**config.mk**
```make
export PLATFORM = sky130hd
export DESIGN_NAME = goal_scorekeeper
export DESIGN_NICKNAME = d
export VERILOG_FILES = /design/src/rtl/goal_scorekeeper.sv
export SDC_FILE = /design/constraint.sdc
export NUM_CORES = 1
export LEC_CHECK = 0
export CAP_MARGIN = 20
export CORE_UTILIZATION = 38
export DETAILED_ROUTE_END_ITERATION = 8
export PLACE_DENSITY = 0.63
export SYNTH_ARGS = -nofsm -noshare
export SYNTH_HDL_FRONTEND = slang
export SYNTH_SLANG_ARGS = --single-unit
```
**constraint.sdc**
```tcl
create_clock -name clk -period 2.25 [get_ports clk]
set_input_delay 0.3375 -clock clk [delete_from_list [all_inputs] [get_ports clk]]
set_output_delay 0.3375 -clock clk [all_outputs]
set_load 0.02 [all_outputs]
```
**src/rtl/goal_scorekeeper.sv**
```systemverilog
// Score keeper and round/match FSM sitting behind the ball mover; all activity advances on game ticks.
// Optional macro GOAL_FLASH_EN adds the goal-celebration blink on flash.
module goal_scorekeeper #(
  parameter int WIN_SCORE  = 7,
  parameter int HOLD_TICKS = 16,
  parameter int CLR_TICKS  = 2
) (
  input  logic       clk,
  input  logic       clr_n,
  input  logic       clk_cursor,
  input  logic       collide1,
  input  logic       collide2,
  input  logic       new_game,
  output logic [3:0] score1,
  output logic [3:0] score2,
  output logic       round_clr,
  output logic [1:0] state,
  output logic [1:0] winner,
  output logic       flash
);

  typedef enum logic [1:0] {
    ST_PLAY      = 2'd0,
    ST_GOAL_HOLD = 2'd1,
    ST_ROUND_RST = 2'd2,
    ST_GAME_OVER = 2'd3
  } state_e;

  localparam logic [3:0] WIN_VAL   = 4'(WIN_SCORE);
  localparam logic [7:0] HOLD_LAST = 8'(HOLD_TICKS - 1);
  localparam logic [7:0] CLR_LAST  = 8'(CLR_TICKS - 1);

  state_e      state_q, state_d;
  logic [7:0]  cnt_q, cnt_d;
  logic [3:0]  score1_q, score1_d, score2_q, score2_d;
  logic [1:0]  winner_q, winner_d;
  logic        round_clr_q, round_clr_d;
  logic        clk_cursor_q, new_game_q;
  logic        tick, ng_edge;
  logic [3:0]  score1_inc, score2_inc;

  assign tick       = ~clk_cursor_q & clk_cursor;
  assign ng_edge    = ~new_game_q & new_game;
  assign score1_inc = score1_q + 4'd1;
  assign score2_inc = score2_q + 4'd1;

  // NOTE: sequential state uses non-blocking assignments so every register samples pre-edge values.
  always_ff @(posedge clk or negedge clr_n) begin
    if (!clr_n) begin
      state_q      <= ST_ROUND_RST;
      cnt_q        <= '0;
      score1_q     <= '0;
      score2_q     <= '0;
      winner_q     <= '0;
      round_clr_q  <= 1'b1;
      clk_cursor_q <= 1'b0;
      new_game_q   <= 1'b0;
    end else begin
      state_q      <= state_d;
      cnt_q        <= cnt_d;
      score1_q     <= score1_d;
      score2_q     <= score2_d;
      winner_q     <= winner_d;
      round_clr_q  <= round_clr_d;
      clk_cursor_q <= clk_cursor;
      new_game_q   <= new_game;
    end
  end

  // NOTE: every combinational output gets a default first so no path can infer a latch.
  always_comb begin
    state_d  = state_q;
    cnt_d    = cnt_q;
    score1_d = score1_q;
    score2_d = score2_q;
    winner_d = winner_q;
    if (ng_edge) begin
      // A restart request outranks any goal landing on the same tick.
      state_d  = ST_ROUND_RST;
      cnt_d    = '0;
      score1_d = '0;
      score2_d = '0;
      winner_d = '0;
    end else if (tick) begin
      unique case (state_q)
        ST_PLAY: begin
          if (collide1) begin
            score2_d = score2_inc;
            if (score2_inc == WIN_VAL) begin
              state_d  = ST_GAME_OVER;
              winner_d = 2'b10;
            end else begin
              state_d = ST_GOAL_HOLD;
            end
          end else if (collide2) begin
            score1_d = score1_inc;
            if (score1_inc == WIN_VAL) begin
              state_d  = ST_GAME_OVER;
              winner_d = 2'b01;
            end else begin
              state_d = ST_GOAL_HOLD;
            end
          end
        end
        ST_GOAL_HOLD: begin
          if (cnt_q == HOLD_LAST) state_d = ST_ROUND_RST;
          else                    cnt_d   = cnt_q + 8'd1;
        end
        ST_ROUND_RST: begin
          // Once the clear has lasted long enough, wait for the mover to report both goals empty.
          if (cnt_q >= CLR_LAST) begin
            if (!collide1 && !collide2) state_d = ST_PLAY;
          end else begin
            cnt_d = cnt_q + 8'd1;
          end
        end
        ST_GAME_OVER: ;
        default: ;
      endcase
    end
    if (state_d != state_q) cnt_d = '0;
  end

  // Registered so the mover's asynchronous clear never sees a glitch.
  always_comb begin
    round_clr_d = (state_d == ST_ROUND_RST) || (state_d == ST_GAME_OVER);
  end

`ifdef GOAL_FLASH_EN
  logic flash_q, flash_d;

  always_comb begin
    flash_d = 1'b0;
    if (state_d == ST_GOAL_HOLD) begin
      if (state_q != ST_GOAL_HOLD) flash_d = 1'b1;
      else if (tick)               flash_d = ~flash_q;
      else                         flash_d = flash_q;
    end else if (state_d == ST_GAME_OVER) begin
      flash_d = 1'b1;
    end
  end

  always_ff @(posedge clk or negedge clr_n) begin
    if (!clr_n) flash_q <= 1'b0;
    else        flash_q <= flash_d;
  end

  assign flash = flash_q;
`else
  assign flash = 1'b0;
`endif

  assign state     = state_q;
  assign score1    = score1_q;
  assign score2    = score2_q;
  assign winner    = winner_q;
  assign round_clr = round_clr_q;

endmodule

```
Word-level counts from Yosys, hierarchy flattened
Index checks and enable logic that the tools add are counted.

Register bits: 23. Input port bits: 6. Output and inout bits: 14. Word-level logic and storage cells: 77.

Add/subtract/negate cells: 3. $lt $le $gt $ge: 1. Equality and inequality tests: 12. Mux-type cells: 32. Bitwise logic cells: 4. Reductions and logical operators: 17.

Operators with widths (count): $mux W8 (5); $mux W4 (9); $mux W2 (16); $pmux W8 S2 (1); $reduce_bool A3 Y1 (3); $add A4 B1 Y4 const B (2); $add A8 B1 Y8 const B (1); $eq A4 B3 Y1 const B (2); $eq A8 B4 Y1 const B (1); $ge A8 B1 Y1 const B (1); $ne A4 B4 Y1 const B (2); $reduce_and A4 Y1 (2); $reduce_bool A2 Y1 (4); $eq A2 B2 Y1 const B (3); $pmux W2 S3 (1); $reduce_and A5 Y1 (1); $reduce_bool A4 Y1 (1); $ne A3 B1 Y1 const B (1); $reduce_and A3 Y1 (1); $and A1 B1 Y1 (2); $eq A2 B1 Y1 const B (1); $logic_not A1 Y1 (2); $logic_not A2 Y1 (1); $ne A2 B1 Y1 const B (1); 4 further kinds (5).

Longest topological paths before layout
Depth after elaboration: 11. Gate-level depth with buffers: 9. Depth with buffers taken out: 8.

Least setup slack after synthesis
No wires, ideal clock.

Path type: register to register. Start: register cnt_q[0]. End: register cnt_q[3]. Library setup time: 0.121 ns. Arrival: 1.802 ns. Data required time: 2.129 ns. Slack: 0.326 ns. Cell stages (with the launch flop): 9. Buffers on the path: 1. Clock period less this slack: 1.924 ns. Path through: dfrtp_1 ha_1 or4b_1 o21ai_1 and4_1 buf_6 nand4_1 xor2_1 nor2_1.

Cells in the longest elaborated chain, start to end: 8.

Ends and longest elaborated chain: start, declared (line 34) `logic [7:0] cnt_q, cnt_d;`; start signal, assigned (line 60) `cnt_q <= cnt_d;`; $ge A8 B1 Y1 / $eq A8 B4 Y1 (equally long branches) (line 111, 106); $mux W2, on equally long branches (line 111, 106); $pmux W2 S3 (line 85) `unique case (state_q)`; $mux W2 (line 84) `end else if (tick) begin`; $mux W2 (line 77) `if (ng_edge) begin`; $ne A2 B2 Y1 (line 121) `if (state_d != state_q) cnt_d = '0;`; $ne A4 B4 Y1 (no source line) (tied with other cells); $reduce_and A4 Y1 (no source line).

Parallel ways exist; a longest one is shown, timed or not. The select of a mux whose other input is x is not followed. A chain may end at the register's enable or synchronous reset.

Final worst setup path
Start: register cnt_q[1]. End: register cnt_q[6].

Same word-level chain as after synthesis.

==> flow_summary.ini <==
[floorplanning]
start_util_pct = 39.8
num_io_pins = 20
coreArea_um2 = 3690
die-area_um2 = 4120
fp.dieW_um = 64.2
rows = 22
die_h_um = 64.2

[setup_path]
crit_buf_inv = 1
crit_type = reg2reg
rrSetupSlack_ns = 0.14
end_kind = flop
crit_arrival_ns = 2.30
ff2ff_path_depth = 8
cp_slowest_cell = or4b_1
rr_startpoint = cnt_q[1]
worst_setup_path_start_kind = flop
slowest_delay_ns = 0.48
critPathTopFamily = simple AND/OR/NAND/NOR gates
cp_num_cells = 8
worst_r2r_endpoint = cnt_q[6]
critPathMaxFanout = 8
crit_chain = inv_1, ha_1, or4b_1, o21ai_0, a21oi_1, a211oi_2, nand3_2, nor2_1
cp.required_ns = 2.44

[detailed_routing]
drt_iter0_drc = 76
drt_first_pass_iters = 4
drc_errors = 0
wl_um = 3010
via_count = 1194
post_drt_wl_per_cell_um = 13.1
post_drt_via_cell_ratio = 5.19
antenna_left = 0

[grt]
grt_max_degree = 24
grt.total_usage_pct = 16.8
antenna_found_initial = 0
grt_pass1_wl_um = 5440
grt_overflow = 0
grt_pass1_vias = 1232

[power_and_ir_drop]
p_per_area_nw_per_um2 = 738
finalPower_mw = 1.30
p_leak_nw = 0.773
peakVddDrop_uv = 256

[yosys]
ys.flop_type = dfrtp_1
ys_ff_latch = 23
syn_nets = 177
synth_warnings = 0
synth_area_um2 = 1470
ys_async_sr_fraction_pct = 100
synthCells = 160
synth_cell_types = 47
synth_edf_count = 0
ys_seq_area_share_pct = 39.4
syn_area_per_cell_um2 = 9.18

[final_layout]
layout_common_cells = 24 x nor2_1, 21 x dfrtp_1, 18 x clkdlybuf4s50_1
fin_nets = 200
syn_to_final_growth_pct = 20.3
design_area_um2 = 1770
fillers = 365
final_layout_size_suffix_gt1_share_pct = 8.24
antenna_cells = 0
final_common_cell = nor2_1

[timing]
setup_violations = 0
finalHoldViolations = 0
finClkSkew_ns = 0.00377
maxSlewViolCount = 0
fmax_ghz = 0.474
tns_ns = 0
period_minus_slack_ns = 2.11
rsz0062_at_grt = false
finalCritPeriodShare_pct = 93.7

[clock_tree]
clk_pin_slew_ns = 0.08
post_cts_buffers = 0
clockBufferDepth = 2
cts_buffers = 3
cts_sinks = 23
cts_tree = built
htree_levels = 1
clk_latency_ns = 0.26
cts_resized = 0
cts_root_buf = clkbuf_8
hold_buffers = 0

[place]
io_buffers = 18
placed_area_um2 = 1720
dp_hpwl_um = 2260
globalplace.congestion = 0.878

[min_path]
hold_path.class = in2async

[job]
maxCapViolCount = 0

[run_status]
status = complete, no violations
[logic make-up (layout without fill, tap and decap cells)]
kind of cell,count (synthesis),in the layout,synth area share (%)
other,1,1,0.255
adders and majority gates,11,11,9.37
buffers and inverters,16,38,4.86
xor gates and xnor gates,13,13,7.75
AOI/OAI and AO/OA,25,25,12.8
muxes,2,2,1.36
and+or+nand+nor,69,69,24.3
DFF,23,23,39.4
[worst register-to-register path, cell delays in order, from the launching register on]
cell,delay [ns]
dfrtp_1,0.42
inv_1,0.08
ha_1,0.17
or4b_1,0.48
o21ai_0,0.17
a21oi_1,0.15
a211oi_2,0.23
nand3_2,0.19
nor2_1,0.15
[worst max path at each step]
stage / start / end / slack, ns
after floorplan: cnt_q[0] / cnt_q[3] / 0.33
after global placement: cnt_q[0] / cnt_q[3] / 0.14
after detailed placement: cnt_q[0] / cnt_q[6] / 0.09
after CTS: cnt_q[0] / cnt_q[3] / 0.07
after global routing: cnt_q[1] / cnt_q[1] / 0.01
final: cnt_q[1] / cnt_q[6] / 0.14
[state kept, by name (all words and copies together), names as in the netlist]
register and flops:
new_game_q 1, round_clr 1, clk_cursor_q 1, state 2
winner 2, cnt_q 8, score2 4, score1 4
[per-stage QoR]
step | setup slack [ns] | cells | utilization [%] | hold WS, ns
6_report | 0.142 | 230 | 47.9 | 0.418
5_1_grt | 0.0104 | 230 | 47.9 | 0.435
4_1_cts | 0.0693 | 230 | 47.8 | 0.429
3_5_place_dp | 0.0920 | 226 | 46.5 | 0.546
3_3_place_gp | 0.140 | 226 | 46.5 | 0.544
2_1_floorplan | 0.326 | 160 | - | 0.0419
[routing by layer]
| layer | up-vias | part of all wire, % | GRT usage, % |
|---|---|---|---|
| li1 | 604 | - | - |
| met1 | 552 | 48 | 22.1 |
| met2 | 31 | 46 | 27.3 |
| met3 | 7 | 4.0 | 2.68 |
| met4 | 0 | 1.9 | 6.94 |
| met5 | - | 0 | 0 |
[power breakdown]
part | switching (mW) | internal (mW)
registers | 0.0744 | 0.481
logic | 0.270 | 0.226
clock network | 0.127 | 0.126
[cell type report]
type                       instances  area [um^2]  area share [%]
tap                               48         60.1            3.40
clock buffer                       4         45.0            2.55
timing repair buffer              23          218            12.3
inverter                          11         41.3            2.34
multi-input combinational        121          825            46.7
sequential                        23          578            32.7
[Yosys cell counts, drive strengths merged, types with 3 or more instances]
cell type  instances  area, um^2
nand2             13        48.8
nor2              24        90.1
xor2               9        78.8
inv               11        41.3
nor2b              3        18.8
nand4              6        37.5
dfrtp             21         526
nand3              5        30.0
ha                11         138
nor3               3        15.0
xnor2              4        35.0
a21oi              5        25.0
clkbuf             3        11.3
o21ai              4        20.0
(Power assumes the default switching activity.)
